File: config.mk
export PLATFORM = sky130hd
export DESIGN_NAME = config_source_arbiter_flat
export DESIGN_NICKNAME = d
export VERILOG_FILES = /design/src/rtl/config_arb_pkg.sv /design/src/rtl/config_source_arbiter_if.sv /design/src/rtl/config_arb_picker.sv /design/src/rtl/config_source_arbiter.sv /design/src/flat_wrapper.sv
export SDC_FILE = /design/constraint.sdc
export NUM_CORES = 1
export LEC_CHECK = 0
export CORE_MARGIN = 2
export CORE_UTILIZATION = 49
export CTS_BUF_LIST = sky130_fd_sc_hd__clkbuf_2 sky130_fd_sc_hd__clkbuf_4 sky130_fd_sc_hd__clkbuf_8
export DETAILED_ROUTE_END_ITERATION = 12
export PLACE_DENSITY_LB_ADDON = 0.15
export SYNTH_ARGS = -nofsm -noshare
export SYNTH_HDL_FRONTEND = slang
export SYNTH_SLANG_ARGS = --single-unit
File: constraint.sdc
create_clock -name CLK -period 2.6 [get_ports CLK]
set_input_delay 0.52 -clock CLK [delete_from_list [all_inputs] [get_ports CLK]]
set_output_delay 0.52 -clock CLK [all_outputs]
set_load 0.05 [all_outputs]
File: src/rtl/config_arb_pkg.sv
// Shared types and constants for the configuration source arbiter.
package config_arb_pkg;

    typedef enum logic [1:0] {
        S_IDLE    = 2'd0,
        S_GUARD   = 2'd1,
        S_GRANTED = 2'd2
    } arb_state_e;

    localparam int ARB_FIXED = 0;
    localparam int ARB_RR    = 1;

    localparam int              WC_W   = 16;
    localparam logic [WC_W-1:0] WC_MAX = '1;

endpackage

File: src/rtl/config_source_arbiter_if.sv
// Bundle of source-side and ConfigFSM-side signals of the arbiter.
interface config_source_arbiter_if
    import config_arb_pkg::*;
#(
    parameter int NUM_SOURCES = 3,
    parameter int DATA_WIDTH  = 32
) ();
    localparam int IDX_W = $clog2(NUM_SOURCES);

    logic [NUM_SOURCES-1:0]            SourceActive;
    logic [NUM_SOURCES*DATA_WIDTH-1:0] SourceWriteData;
    logic [NUM_SOURCES-1:0]            SourceWriteStrobe;
    logic [DATA_WIDTH-1:0]             ConfigWriteData;
    logic                              ConfigWriteStrobe;
    logic                              FSM_Reset;
    logic                              ComActive;
    logic [IDX_W-1:0]                  ActiveSource;
    logic [WC_W-1:0]                   WordCount;
    logic [NUM_SOURCES-1:0]            DroppedStrobe;
    logic                              TimeoutFlag;

    // Arbiter side
    modport slave (
        input  SourceActive, SourceWriteData, SourceWriteStrobe,
        output ConfigWriteData, ConfigWriteStrobe, FSM_Reset, ComActive,
        output ActiveSource, WordCount, DroppedStrobe, TimeoutFlag
    );

    // Source / environment side
    modport master (
        output SourceActive, SourceWriteData, SourceWriteStrobe,
        input  ConfigWriteData, ConfigWriteStrobe, FSM_Reset, ComActive,
        input  ActiveSource, WordCount, DroppedStrobe, TimeoutFlag
    );

endinterface

File: src/rtl/config_arb_picker.sv
// Combinational grant selector: fixed priority or round robin after ptr_i.
module config_arb_picker
    import config_arb_pkg::*;
#(
    parameter int NUM_SOURCES = 3,
    parameter int IDX_W       = $clog2(NUM_SOURCES)
) (
    input  logic [NUM_SOURCES-1:0] req_i,
    input  logic [NUM_SOURCES-1:0] mask_i,
    input  logic [IDX_W-1:0]       ptr_i,
    input  logic                   mode_i,
    output logic [IDX_W-1:0]       idx_o,
    output logic                   vld_o
);
    logic [NUM_SOURCES-1:0] elig;

    assign elig = req_i & ~mask_i;

    // Scan from the lowest-priority candidate upward so the last hit wins
    always_comb begin
        int j;
        idx_o = '0;
        vld_o = 1'b0;
        j     = 0;
        if (mode_i) begin
            for (int k = NUM_SOURCES; k >= 1; k--) begin
                j = (int'(ptr_i) + k) % NUM_SOURCES;
                if (elig[j]) begin
                    idx_o = IDX_W'(j);
                    vld_o = 1'b1;
                end
            end
        end else begin
            for (int i = NUM_SOURCES - 1; i >= 0; i--) begin
                if (elig[i]) begin
                    idx_o = IDX_W'(i);
                    vld_o = 1'b1;
                end
            end
        end
    end

endmodule

File: src/rtl/config_source_arbiter.sv
// Grants one configuration source at a time to the ConfigFSM, with a
// resynchronisation guard on every new grant and an idle timeout.
module config_source_arbiter
    import config_arb_pkg::*;
#(
    parameter int NUM_SOURCES  = 3,
    parameter int DATA_WIDTH   = 32,
    parameter int ARB_MODE     = 0,
    parameter int GUARD_CYCLES = 4,
    parameter int IDLE_TIMEOUT = 1024
) (
    input logic                    CLK,
    input logic                    resetn,
    config_source_arbiter_if.slave bus
);
    localparam int IDX_W = $clog2(NUM_SOURCES);
    localparam int TMO_W = $clog2(IDLE_TIMEOUT);

    arb_state_e             state_q;
    logic [IDX_W-1:0]       src_q;
    logic [IDX_W-1:0]       ptr_q;
    logic [3:0]             guard_q;
    logic [TMO_W-1:0]       tmo_q;
    logic [NUM_SOURCES-1:0] mask_q;
    logic [NUM_SOURCES-1:0] mask_d;
    logic [NUM_SOURCES-1:0] drop_q;
    logic [NUM_SOURCES-1:0] gnt_sel;
    logic [DATA_WIDTH-1:0]  wdata_q;
    logic [DATA_WIDTH-1:0]  gnt_word;
    logic [WC_W-1:0]        wcnt_q;
    logic                   wstb_q;
    logic                   tflag_q;
    logic                   gnt_act;
    logic                   fwd;
    logic                   tmo_hit;
    logic [IDX_W-1:0]       pick_idx;
    logic                   pick_vld;

    config_arb_picker #(
        .NUM_SOURCES (NUM_SOURCES),
        .IDX_W       (IDX_W)
    ) u_picker (
        .req_i  (bus.SourceActive),
        .mask_i (mask_q),
        .ptr_i  (ptr_q),
        .mode_i (ARB_MODE != ARB_FIXED),
        .idx_o  (pick_idx),
        .vld_o  (pick_vld)
    );

    // Granted-source view of this cycle: forward decision, timeout, mask update
    always_comb begin
        gnt_sel = '0;
        if (state_q == S_GRANTED) gnt_sel[src_q] = 1'b1;
        gnt_act  = bus.SourceActive[src_q];
        gnt_word = bus.SourceWriteData[int'(src_q)*DATA_WIDTH +: DATA_WIDTH];
        fwd      = |(bus.SourceWriteStrobe & gnt_sel);
        tmo_hit  = (state_q == S_GRANTED) && gnt_act && !fwd &&
                   (tmo_q == TMO_W'(IDLE_TIMEOUT - 1));
        mask_d   = mask_q & bus.SourceActive;
        if (tmo_hit) mask_d[src_q] = 1'b1;
    end

    // Session FSM with forwarding, counters and sticky flags
    always_ff @(posedge CLK or negedge resetn) begin
        if (!resetn) begin
            state_q <= S_IDLE;
            src_q   <= '0;
            ptr_q   <= IDX_W'(NUM_SOURCES - 1);
            guard_q <= '0;
            tmo_q   <= '0;
            mask_q  <= '0;
            drop_q  <= '0;
            wdata_q <= '0;
            wstb_q  <= 1'b0;
            wcnt_q  <= '0;
            tflag_q <= 1'b0;
        end else begin
            wstb_q <= 1'b0;
            mask_q <= mask_d;
            drop_q <= drop_q | (bus.SourceWriteStrobe & ~gnt_sel);
            case (state_q)
                S_IDLE: begin
                    if (pick_vld) begin
                        state_q <= S_GUARD;
                        src_q   <= pick_idx;
                        ptr_q   <= pick_idx;
                        guard_q <= '0;
                        wcnt_q  <= '0;
                    end
                end
                S_GUARD: begin
                    if (!gnt_act) begin
                        state_q <= S_IDLE;
                        src_q   <= '0;
                    end else if (guard_q == 4'(GUARD_CYCLES - 1)) begin
                        state_q <= S_GRANTED;
                        tmo_q   <= '0;
                    end else begin
                        guard_q <= guard_q + 4'd1;
                    end
                end
                S_GRANTED: begin
                    if (fwd) begin
                        wstb_q  <= 1'b1;
                        wdata_q <= gnt_word;
                        tmo_q   <= '0;
                        if (wcnt_q != WC_MAX) wcnt_q <= wcnt_q + 1'b1;
                    end else begin
                        tmo_q <= tmo_q + 1'b1;
                    end
                    if (!gnt_act || tmo_hit) begin
                        state_q <= S_IDLE;
                        src_q   <= '0;
                    end
                    if (tmo_hit) tflag_q <= 1'b1;
                end
                default: begin
                    state_q <= S_IDLE;
                    src_q   <= '0;
                end
            endcase
        end
    end

    assign bus.ConfigWriteData   = wdata_q;
    assign bus.ConfigWriteStrobe = wstb_q;
    assign bus.FSM_Reset         = (state_q == S_GUARD);
    assign bus.ComActive         = (state_q != S_IDLE);
    assign bus.ActiveSource      = src_q;
    assign bus.WordCount         = wcnt_q;
    assign bus.DroppedStrobe     = drop_q;
    assign bus.TimeoutFlag       = tflag_q;

endmodule

File: src/flat_wrapper.sv
// flat-port wrapper written by rule: the top's interface ports become plain ports
module config_source_arbiter_flat import config_arb_pkg::*;
#(
    parameter int NUM_SOURCES  = 3,
    parameter int DATA_WIDTH   = 32,
    parameter int ARB_MODE     = 0,
    parameter int GUARD_CYCLES = 4,
    parameter int IDLE_TIMEOUT = 1024
)
  (CLK, resetn, bus_SourceActive, bus_SourceWriteData, bus_SourceWriteStrobe, bus_ConfigWriteData, bus_ConfigWriteStrobe, bus_FSM_Reset, bus_ComActive, bus_ActiveSource, bus_WordCount, bus_DroppedStrobe, bus_TimeoutFlag);
  config_source_arbiter_if #(.NUM_SOURCES(NUM_SOURCES), .DATA_WIDTH(DATA_WIDTH)) bus_i ();
  input logic CLK;
  input logic resetn;
  input wire logic [$bits(bus_i.SourceActive)-1:0] bus_SourceActive;
  input wire logic [$bits(bus_i.SourceWriteData)-1:0] bus_SourceWriteData;
  input wire logic [$bits(bus_i.SourceWriteStrobe)-1:0] bus_SourceWriteStrobe;
  output wire logic [$bits(bus_i.ConfigWriteData)-1:0] bus_ConfigWriteData;
  output wire logic [$bits(bus_i.ConfigWriteStrobe)-1:0] bus_ConfigWriteStrobe;
  output wire logic [$bits(bus_i.FSM_Reset)-1:0] bus_FSM_Reset;
  output wire logic [$bits(bus_i.ComActive)-1:0] bus_ComActive;
  output wire logic [$bits(bus_i.ActiveSource)-1:0] bus_ActiveSource;
  output wire logic [$bits(bus_i.WordCount)-1:0] bus_WordCount;
  output wire logic [$bits(bus_i.DroppedStrobe)-1:0] bus_DroppedStrobe;
  output wire logic [$bits(bus_i.TimeoutFlag)-1:0] bus_TimeoutFlag;
  assign bus_i.SourceActive = bus_SourceActive;
  assign bus_i.SourceWriteData = bus_SourceWriteData;
  assign bus_i.SourceWriteStrobe = bus_SourceWriteStrobe;
  assign bus_ConfigWriteData = bus_i.ConfigWriteData;
  assign bus_ConfigWriteStrobe = bus_i.ConfigWriteStrobe;
  assign bus_FSM_Reset = bus_i.FSM_Reset;
  assign bus_ComActive = bus_i.ComActive;
  assign bus_ActiveSource = bus_i.ActiveSource;
  assign bus_WordCount = bus_i.WordCount;
  assign bus_DroppedStrobe = bus_i.DroppedStrobe;
  assign bus_TimeoutFlag = bus_i.TimeoutFlag;
  config_source_arbiter #(.NUM_SOURCES(NUM_SOURCES), .DATA_WIDTH(DATA_WIDTH), .ARB_MODE(ARB_MODE), .GUARD_CYCLES(GUARD_CYCLES), .IDLE_TIMEOUT(IDLE_TIMEOUT)) u_core (.CLK(CLK), .resetn(resetn), .bus(bus_i));
endmodule
# Yosys cells after proc, flatten, opt, wreduce, memory -nomap -nowiden
# Cells that the tools add are included.
[word_totals]
elab_cells = 92
register_bits = 74
latch_bits = 0
rom_bits = 0
in_bits = 104
out_inout_bits = 57
mem_bits_rw = 0
mem_count = 0
[classes]
n_mul = 0
bitwise = 8
muxes = 34
div = 0
n_shift = 1
n_eq_ne = 14
n_reduce_logical = 20
n_addsub = 3
n_lt_le_gt_ge = 2
[ops]
columns = ["operator", "n"]
rows = [
  ["indexed part select 96 x 8 -> 32 bit", 1],
  ["2-to-1 mux 16 bit", 3],
  ["one-hot mux 16 bit (2 select lines)", 1],
  ["2-to-1 mux 10 bit", 3],
  ["one-hot mux 10 bit (2 select lines)", 1],
  ["2-to-1 mux 2 bit", 9],
  ["adder 16 x 1 -> 16 bit (second input constant)", 1],
  ["inequality test 16 bit (second input constant)", 1],
  ["AND 3 bit", 4],
  ["2-to-1 mux 4 bit", 3],
  ["one-hot mux 2 bit (3 select lines)", 2],
  ["adder 10 x 1 -> 10 bit (second input constant)", 1],
  ["equality test 10 bit (second input constant)", 1],
  ["AND reduction 3 bit", 3],
  ["inequality test 2 x 1 -> 1 bit (second input constant)", 4],
  ["inequality test 2 bit (second input constant)", 4],
  ["one-hot mux 4 bit (2 select lines)", 1],
  ["AND reduction 4 bit", 2],
  ["nonzero test 2 bit", 4],
  ["2-to-1 mux 1 bit", 7],
  ["2-to-1 mux 3 bit", 2],
  ["inverter 3 bit", 2],
  ["bitwise OR 3 bit", 2],
  ["adder 4 x 1 -> 4 bit (second input constant)", 1],
  ["other kinds (14)", 19],
]

# Longest topological paths before layout
# Gate-level depths: netlist (run 1).
[depth]
depth_word = 13
depth_mapped = 9
ltp_nobuf = 5

# Modules after synthesis
# A second synthesis (run 1) with hierarchy kept.
[unflattened]
cells_unflattened = 497
hier_area_um2 = 4321.6
[modules_own_cells]
columns = ["module", "seq_area_each_um2", "area_per_inst_um2", "cells_per_inst", "instances"]
rows = [
  ["config_source_arbiter", 1903.1, 4027.6, 457, 1],
  ["config_arb_picker", 0.0, 294.0, 40, 1],
]

# Worst setup path before layout (run 1)
# Ideal clock, no wire load.
[synth_path]
path_type = "reg-to-reg"
from = "register u_core.src_q[1] (netlist: u_core.bus.ActiveSource[1])"
to = "register u_core.wdata_q[10] (netlist: u_core.bus.ConfigWriteData[10])"
t_arrival_ps = 1967
path_stages_with_launch = 9
slack_ps = 507
setup_ps = 126
synth_period_minus_slack_ps = 2093
required_ps = 2474
cell_sequence = "dfrtp_1 buf_2 mux2_2 a22oi_4 inv_2 buf_2 buf_2 nor2_1 a21oi_1"
[synth_between]
elab_chain_cells = 8
elab_cells_between_ends = 10
[synth_lines]
columns = ["item", "line_no", "source"]
rows = [
  ["from (decl)", "config_source_arbiter.sv:20", "logic [IDX_W-1:0] src_q;"],
  ["from (signal assigned)", "config_source_arbiter.sv:86", "src_q <= pick_idx;"],
  ["< comparator 2 x 3 -> 1 bit (not written as such) or >= comparator 2 x 1 -> 1 bit (tied branches)", "config_source_arbiter.sv:54", "if (state_q == S_GRANTED) gnt_sel[src_q] = 1'b1;"],
  ["logical AND 1 bit (not written as such)", "config_source_arbiter.sv:54", ""],
  ["2-to-1 mux 1 bit (not written as such)", "config_source_arbiter.sv:54", ""],
  ["demux 1 bit (select 2 bit)", "n/a", ""],
  ["2-to-1 mux 3 bit", "config_source_arbiter.sv:54", ""],
  ["AND 3 bit", "config_source_arbiter.sv:57", "fwd = |(bus.SourceWriteStrobe & gnt_sel);"],
  ["OR reduction 3 bit", "config_source_arbiter.sv:57", ""],
  ["AND reduction 2 bit (no line)", "n/a", ""],
  ["to (signal assigned)", "config_source_arbiter.sv:106", "wdata_q <= gnt_word;"],
  ["to (decl)", "config_source_arbiter.sv:28", "logic [DATA_WIDTH-1:0] wdata_q;"],
]
# Several ways; a longest one is shown, not always the timed one.
# A chain may end at the register's enable or synchronous reset.

# Worst setup path in the final report (run 1)
[layout_path]
from = "register u_core.state_q[0]"
to = "output bus_ComActive"
[layout_between]
elab_chain_cells = 1
[layout_lines]
columns = ["item", "line_no", "source"]
rows = [
  ["from (decl)", "config_source_arbiter.sv:19", "arb_state_e state_q;"],
  ["from (signal assigned)", "config_source_arbiter.sv:67", "state_q <= S_IDLE;"],
  ["from (signal assigned)", "config_source_arbiter.sv:85", "state_q <= S_GUARD;"],
  ["from (signal assigned)", "config_source_arbiter.sv:94", "state_q <= S_IDLE;"],
  ["nonzero test 2 bit", "config_source_arbiter.sv:129", "assign bus.ComActive = (state_q != S_IDLE);"],
  ["to (decl)", "flat_wrapper.sv:20", "output wire logic [$bits(bus_i.ComActive)-1:0] bus_ComActive;"],
]
# No other way between the ends.

==> results of run 1 <==
==> worst max path at each step <==
stage | cells after the start | start | slack [ns] | end
2_1_floorplan | 8 | u_core.bus.ActiveSource[1] | 0.51 | u_core.bus.ConfigWriteData[10]
3_3_place_gp | 6 | bus_SourceActive[1] | 0.33 | u_core.bus.WordCount[10]
3_5_place_dp | 5 | bus_SourceWriteStrobe[0] | 0.26 | u_core.tmo_q[9]
4_1_cts | 3 | u_core.state_q[0] | 0.02 | bus_FSM_Reset
5_1_grt | 2 | u_core.state_q[0] | 0.06 | bus_ComActive
6_report | 2 | u_core.state_q[0] | 0.16 | bus_ComActive
==> flip-flops by register name, summed over array words and instances (netlist names) <==
| register | flops |
|---|---|
| u_core.bus.ActiveSource | 2 |
| u_core.bus.ConfigWriteData | 32 |
| u_core.bus.ConfigWriteStrobe | 1 |
| u_core.bus.DroppedStrobe | 3 |
| u_core.bus.TimeoutFlag | 1 |
| u_core.bus.WordCount | 16 |
| u_core.guard_q | 4 |
| u_core.mask_q | 3 |
| u_core.state_q | 2 |
| u_core.tmo_q | 10 |
==> metal layers <==
metal / wire length (um) / vias up / share of wire / GRT usage
met3: 977 / 10 / 0.082 / 0.0924
met1: 4880 / 1965 / 0.41 / 0.329
li1: - / 1971 / - / -
met2: 5950 / 135 / 0.50 / 0.435
met4: 139 / 0 / 0.012 / 0.0646
met5: 0 / - / 0 / 0
==> worst max-delay path, stage by stage, from the launching register on <==
cell and delay (ns):
dfrtp_1 0.51, or2_1 0.22, clkdlybuf4s50_1 0.85
==> final cells by class <==
cell class                      count  area (um^2)  area share
Timing Repair Buffer              170         1710       0.281
Clock buffer                       14          180      0.0296
Inverter                            9         33.8     0.00555
Tap cell                          105          131      0.0216
Clock inverter                      2         10.0     0.00164
Multi-Input combinational cell    353         2170       0.356
Sequential cell                    74         1850       0.304
==> timing repair <==
action,4_1_cts,5_1_grt
setup endpoints to repair,0,1
resized for setup,0,1
hold buffers,0,0
setup buffers,0,0
endpoints found under the hold margin,0,0
==> stage by stage <==
step	worst slack (ns)	cell area, um^2	hold slack [ns]	total power [mW]
global route	0.0649	6090	0.218	5.74
detailed placement	0.263	5890	0.456	4.59
finish	0.161	6090	0.187	5.42
global placement	0.332	5890	0.449	4.54
floorplan	0.507	4180	0.224	3.55
CTS	0.0207	6080	0.203	5.46
==> kinds of logic after synthesis <==
kind of cell,share of synthesized area
AO/OA/AOI/OAI,0.185
XOR/XNOR,0.00210
adder cells (fa/ha/maj),0.00899
buffers and inverters,0.0386
flip-flops,0.443
multiplexers,0.116
AND/OR/NAND/NOR,0.206
==> power by group through the flow <==
stage / combinational [mW] / sequential, mW / clock, mW
6_report: 2.88 / 1.70 / 0.848
5_1_grt: 3.07 / 1.74 / 0.935
4_1_cts: 2.90 / 1.69 / 0.875
3_5_place_dp: 2.88 / 1.71 / 0
3_3_place_gp: 2.84 / 1.70 / 0
2_1_floorplan: 1.01 / 2.54 / 0
==> synth_stat cells (4+ instances only) <==
cell type / number
nor3_1: 7
o21ai_0: 9
buf_2: 15
nand2_1: 31
a21oi_1: 72
nand4_1: 7
inv_1: 8
a211oi_1: 6
a41oi_1: 4
a31oi_1: 7
nor2_1: 68
nand3_1: 17
dfrtp_1: 74
o31ai_1: 8
nand2b_1: 13
clkbuf_1: 9
and3_1: 5
mux2i_1: 46
==> impl_metrics.json, run 1 <==
{
  "outcome": "completed",
  "min_path_type": "in -> async",
  "vias": 4081,
  "synth_nets": 570,
  "drc": 0,
  "fin_crit_ns": 2.44,
  "ys_warn_count": 0,
  "intPower_mw": 2.94,
  "r2r_setup_slack_ns": 0.35,
  "synth_largest_area_cell": "dfrtp_1",
  "dp.cells": 711,
  "fmax_ghz": 0.410,
  "drive_gt1_frac": 0.0611,
  "synth_flop_cell": "dfrtp_1",
  "synth.avg_cell_area_um2": 9.02,
  "io-pin-count": 161,
  "antenna_found_initial": 0,
  "rsz0062_at_grt": "no",
  "die_area_mm2": 0.00928,
  "routedWlPerCell_um": 16.4,
  "via_per_inst": 5.61,
  "worstPathRequired_ns": 2.08,
  "maxCapViolCount": 0,
  "dieWidth_um": 96.3,
  "crit_arrival_ns": 1.92,
  "clk_pin_slew_ns": 0.08,
  "first_pass_iters": 5,
  "grt_max_degree": 66,
  "diodes": 0,
  "p_switching_mw": 2.48,
  "cts_buffers": 9,
  "ys_types": 52,
  "relSlewSlack": 0.167,
  "grt_pass1_vias": 3888,
  "synth_edf_count": 0,
  "syn-cell-area_mm2": 0.00418,
  "pwr-share-seq": 0.313,
  "synth_cells": 463,
  "yosysSeqAreaShare": 0.443,
  "peakVddDrop_mv": 0.684,
  "pwr-share-clk": 0.156,
  "p_comb_frac": 0.531,
  "setup_tns_ns": 0,
  "final_common_cell": "clkdlybuf4s50_1",
  "ant_nets": 0,
  "n_fill_cell": 648,
  "worstReg2RegStart": "u_core.bus.WordCount[7]",
  "yosys_register_bits": 74,
  "end_kind": "output port",
  "post-dp-hpwl_mm": 8.89,
  "wl_mm": 12.0,
  "p_leak_nw": 2.45,
  "htreeDepth": 3,
  "die_h_um": 96.3,
  "final_cell_mix": "157 x clkdlybuf4s50_1, 73 x dfrtp_1, 72 x a21oi_1",
  "finalHoldViolCount": 0,
  "grt_pass1_wl_mm": 18.9,
  "drt_iter0_markers": 195,
  "clock_skew_ns": 0.00948,
  "final-setup-viol-count": 0,
  "track_usage": 0.263,
  "reg2reg_to": "u_core.bus.WordCount[15]",
  "io_buffers": 160,
  "tightest_slew_ns": 1.24,
  "routabilityCongestion": 0.857,
  "area_growth_pct": 45.7,
  "stdcell_count": 727,
  "cts_buffer_depth": 2,
  "r2r_cells": 4,
  "synth.area.top_cells": "dfrtp_1 44%, mux2i_1 11%, a21oi_1 8.6%, nor2_1 6.1%, nand2_1 2.8%",
  "fin_crit_sh": 0.938,
  "worst_setup_path_start_kind": "flip-flop",
  "nets": 724,
  "core_mm2": 0.00826,
  "worstSkewPairLatency_ns": 0.34,
  "p_sw_frac": 0.457,
  "post-route-util": 0.737,
  "worstPathMaxFanout": 10,
  "gr-total-overflow": 0,
  "rows": 33,
  "initial_utilization": 0.506,
  "power_density_mw_per_mm2": 891,
  "path_class": "reg -> out",
  "async_flop_share": 1.00,
  "synth_top_area_share": 0.443,
  "clock_sinks": 74,
  "cts_tree": "done",
  "slew_violations": 0,
  "root_buffer": "clkbuf_8"
}
(Power assumes the default switching activity.)
==> run 2, diff against run 1 <==
RECOVER_POWER = 25   (was not set)
==> run 2 against run 1 <==
Sequential power about the same. Worst hold slack better by 0.21 ns. Clock-buffer cell count unchanged. Critical path type unchanged. Largest power group unchanged.
==> impl_metrics.json, run 2 (synthesis results as in run 1) <==
{
  "io_buffers": 160,
  "slew_violations": 0,
  "wl_mm": 11.9,
  "core_mm2": 0.00826,
  "worstSkewPairLatency_ns": 0.34,
  "initial_utilization": 0.506,
  "track_usage": 0.263,
  "p_switching_mw": 2.48,
  "ant_nets": 0,
  "fin_crit_ns": 2.44,
  "path_depth": 2,
  "clock_skew_ns": 0.00948,
  "io-pin-count": 161,
  "first_pass_iters": 5,
  "grt_max_degree": 66,
  "grt-busiest-layer": "met2",
  "die_h_um": 96.3,
  "finalHoldViolCount": 0,
  "dieWidth_um": 96.3,
  "peakVddDrop_mv": 0.684,
  "routabilityCongestion": 0.857,
  "p_sw_frac": 0.457,
  "drc": 0,
  "grt_pass1_wl_mm": 18.9,
  "grt_pass1_vias": 3888,
  "crit_arrival_ns": 1.92,
  "via_per_inst": 5.62,
  "tightest_slew_ns": 1.24,
  "worstPathCellList": "or2_1 > clkdlybuf4s50_1",
  "cts_tree": "done",
  "final_common_cell": "clkdlybuf4s50_1",
  "htreeDepth": 3,
  "met2_usage": 0.435,
  "worstPathRequired_ns": 2.08,
  "min_path_type": "in -> async",
  "root_buffer": "clkbuf_8",
  "clk_pin_slew_ns": 0.08,
  "cts_setup_buffers": 0,
  "pwr-share-clk": 0.157,
  "vias": 4083,
  "drt_iter0_markers": 195,
  "max_stage_delay_ns": 0.85,
  "outcome": "completed",
  "final_cell_mix": "157 x clkdlybuf4s50_1, 73 x dfrtp_1, 72 x a21oi_1",
  "use_met1": 0.329,
  "relSlewSlack": 0.166,
  "routedWlPerCell_um": 16.4,
  "final-setup-viol-count": 0,
  "ctsResizeCount": 0,
  "worst_setup_path_start_kind": "flip-flop",
  "cp_num_buf_inv": 1,
  "cts_buffer_depth": 2,
  "pwr-share-seq": 0.313,
  "r2r_cells": 4,
  "ctsHoldBuffers": 0,
  "cts_buffers": 9,
  "worstPathMaxFanout": 10,
  "nets": 724,
  "n_fill_cell": 649,
  "die_area_mm2": 0.00928,
  "drive_gt1_frac": 0.0611,
  "post-route-util": 0.735,
  "largest_reg_flops": 32,
  "post-dp-hpwl_mm": 8.89,
  "rows": 33,
  "area_growth_pct": 45.3,
  "power_density_mw_per_mm2": 893,
  "gr-total-overflow": 0,
  "antenna_found_initial": 0,
  "crit_slowest_cell": "clkdlybuf4s50_1",
  "diodes": 0,
  "use_met3": 0.0924,
  "fin_crit_sh": 0.938,
  "fmax_ghz": 0.410,
  "setup_tns_ns": 0,
  "clock_sinks": 74,
  "maxCapViolCount": 0,
  "end_kind": "output port",
  "path_class": "reg -> out",
  "cp_top_family": "buffers and inverters",
  "rsz0062_at_grt": "no",
  "intPower_mw": 2.94,
  "p_leak_nw": 2.44,
  "p_comb_frac": 0.530
}
## run 2: worst register-to-register path: stages (launching register included)
cell and delay [ns]:
dfrtp_1 0.47, nand4_1 0.16, nor3_1 0.96, a2111oi_0 0.34, mux2i_1 0.18
## run 2: final cells by class
class,count,area [um^2],area share
well taps,105,131,0.0216
multi-input cells,353,2170,0.357
repair buffers,170,1690,0.279
flip-flops and latches,74,1850,0.305
inverters,9,33.8,0.00557
clock buffers,14,180,0.0297
clock inverters,2,10.0,0.00165
## run 2: layer usage
layer / vias up / wire, um
met3: 10 / 972
met5: - / 0
li1: 1971 / -
met4: 0 / 139
met2: 133 / 5950
met1: 1969 / 4880
## run 2: worst paths after layout
check | slack, ns | from | to
worst max-delay path | 0.16 | u_core.state_q[0] | bus_ComActive
worst min-delay path | 0.40 | resetn | u_core.bus.ActiveSource[1]
worst max register to register | 0.35 | u_core.bus.WordCount[7] | u_core.bus.WordCount[15]
worst min register to register | 0.47 | u_core.bus.DroppedStrobe[1] | u_core.bus.DroppedStrobe[1]
max in group asynchronous | 0.83 | resetn | u_core.tmo_q[6]
min in group CLK | 0.47 | u_core.bus.DroppedStrobe[1] | u_core.bus.DroppedStrobe[1]
## run 2: power by group through the flow
stage / Clock (mW) / Sequential, mW / Combinational (mW)
after floorplan: 0 / 2.54 / 1.01
after global placement: 0 / 1.70 / 2.84
after detailed placement: 0 / 1.71 / 2.88
after CTS: 0.875 / 1.69 / 2.90
after global routing: 0.935 / 1.74 / 3.06
final: 0.848 / 1.70 / 2.87
## run 2: per-stage QoR
stage	power (mW)	area (um^2)	hold WS [ns]	setup WS (ns)	cells
after floorplan	3.55	4180	0.224	0.507	463
after global placement	4.54	5890	0.449	0.332	711
after detailed placement	4.59	5890	0.456	0.263	711
after CTS	5.46	6080	0.203	0.0207	727
after global routing	5.74	6070	0.474	0.0649	727
final	5.42	6070	0.399	0.162	727
==> run 3, diff against run 2 <==
CTS_CLUSTER_DIAMETER = 50   (was not set)
SETUP_SLACK_MARGIN = 0.5   (was not set)
==> run 3 against run 2 <==
Worst hold slack got worse by 0.0082 ns. Via count is essentially flat. First-iteration DRC count shrank 16%. Final cell count is 0.41% higher. Power is 0.18% lower. Clock skew grew 0.0014 ns. Sequential power hardly changed. Fmax up 18%. Non-clock buffer count up 3. Flip-flop and latch count unchanged. Global-route usage unchanged. Setup slack gained 0.37 ns.
==> impl_metrics.json, run 3 (synthesis results as in run 1) <==
{
  "diodes": 0,
  "p_comb_frac": 0.530,
  "via_per_inst": 5.59,
  "path_class": "reg -> out",
  "finalHoldViolCount": 0,
  "worstReg2RegStart": "u_core.bus.ActiveSource[1]",
  "p_switching_mw": 2.48,
  "io_buffers": 160,
  "clock_sinks": 74,
  "r2r_setup_slack_ns": 0.62,
  "ant_nets": 0,
  "worstPathCellList": "or2b_1 > inv_1 > clkbuf_2",
  "end_kind": "output port",
  "track_usage": 0.263,
  "first_pass_iters": 4,
  "worstPathMaxFanout": 10,
  "cp_num_buf_inv": 2,
  "final-setup-viol-count": 0,
  "ctsHoldBuffers": 0,
  "grt_pass1_vias": 3889,
  "cts_buffers": 9,
  "final_common_cell": "clkdlybuf4s50_1",
  "drc": 0,
  "fin_crit_sh": 0.797,
  "rsz0062_at_grt": "yes",
  "multi_input_area_mm2": 0.00217,
  "crit_slowest_cell": "dfrtp_1",
  "cp_top_family": "flip-flops",
  "peakVddDrop_mv": 0.682,
  "intPower_mw": 2.93,
  "die_h_um": 96.3,
  "routabilityCongestion": 0.857,
  "worst_setup_path_start_kind": "flip-flop",
  "reg2reg_to": "u_core.bus.ConfigWriteData[26]",
  "core_mm2": 0.00826,
  "htreeDepth": 3,
  "grt_max_degree": 66,
  "largest_reg_flops": 32,
  "max_stage_delay_ns": 0.51,
  "post-dp-hpwl_mm": 8.89,
  "worstPathRequired_ns": 2.08,
  "p_sw_frac": 0.459,
  "grt_pass1_wl_mm": 18.9,
  "p_leak_nw": 2.61,
  "worstSkewPairLatency_ns": 0.34,
  "path_depth": 3,
  "final_cell_mix": "133 x clkdlybuf4s50_1, 73 x dfrtp_1, 72 x a21oi_1",
  "cts_buffer_depth": 2,
  "r2r_cells": 6,
  "maxCapViolCount": 0,
  "cts_tree": "done",
  "routedWlPerCell_um": 16.4,
  "nets": 727,
  "regArea_mm2": 0.00186,
  "relSlewSlack": 0.243,
  "root_buffer": "clkbuf_8",
  "rows": 33,
  "dieWidth_um": 96.3,
  "drt_iter0_markers": 164,
  "fin_crit_ns": 2.07,
  "wl_mm": 12.0,
  "tightest_slew_ns": 1.14,
  "gr-total-overflow": 0,
  "pwr-share-seq": 0.314,
  "outcome": "completed",
  "crit_arrival_ns": 1.55,
  "slew_violations": 0,
  "clk_pin_slew_ns": 0.08,
  "area_growth_pct": 45.8,
  "antenna_found_initial": 0,
  "power_density_mw_per_mm2": 888,
  "drive_gt1_frac": 0.0720,
  "power_mw": 5.41,
  "clock_skew_ns": 0.0109,
  "min_path_type": "in -> async",
  "die_area_mm2": 0.00928,
  "initial_utilization": 0.506,
  "io-pin-count": 161,
  "vias": 4084,
  "n_fill_cell": 648,
  "pwr-share-clk": 0.157,
  "fmax_ghz": 0.483,
  "startpoint": "u_core.state_q[0]",
  "setup_tns_ns": 0
}
==> run 3: power groups by stage <==
| stage | sequential (mW) | clock [mW] | combinational [mW] |
|---|---|---|---|
| after floorplan | 2.54 | 0 | 1.01 |
| after global placement | 1.70 | 0 | 2.84 |
| after detailed placement | 1.71 | 0 | 2.88 |
| after CTS | 1.69 | 0.875 | 2.89 |
| after global routing | 1.74 | 0.935 | 3.05 |
| final | 1.70 | 0.848 | 2.87 |
==> run 3: layout make-up <==
cell class,count,area share
multi-input cells,353,0.357
well taps,105,0.0216
repair buffers,173,0.280
flip-flops and latches,74,0.305
clock buffers,14,0.0296
inverters,9,0.00555
clock inverters,2,0.00164
==> run 3: what timing repair did <==
item,4_1_cts,5_1_grt
endpoints found under the hold margin,0,0
buffers inserted,0,3
setup endpoints to repair,25,60
resized for setup,21,11
pin swaps,0,1
==> run 3: stage by stage <==
step / util / hold slack (ns) / cells / setup WS, ns / area [um^2]
4_1_cts: 0.735 / 0.203 / 727 / 0.300 / 6070
3_3_place_gp: 0.714 / 0.449 / 711 / 0.332 / 5890
5_1_grt: 0.738 / 0.474 / 730 / 0.453 / 6090
3_5_place_dp: 0.714 / 0.456 / 711 / 0.263 / 5890
2_1_floorplan: - / 0.224 / 463 / 0.507 / 4180
6_report: 0.738 / 0.390 / 730 / 0.529 / 6090
==> run 3: how the worst max path moves through the flow <==
stage | to | slack (ns)
after floorplan | u_core.bus.ConfigWriteData[10] | 0.51
after global placement | u_core.bus.WordCount[10] | 0.33
after detailed placement | u_core.tmo_q[9] | 0.26
after CTS | bus_FSM_Reset | 0.30
after global routing | bus_FSM_Reset | 0.45
final | bus_FSM_Reset | 0.53
==> run 3: layer usage <==
metal  track usage  wire length [um]  vias up  part of all wire
met5             0                 0        -                 0
met4        0.0657               158        0             0.013
met3        0.0932               913       14             0.076
met2         0.436              5890      133              0.49
met1         0.327              5010     1955              0.42
li1              -                 -     1982                 -
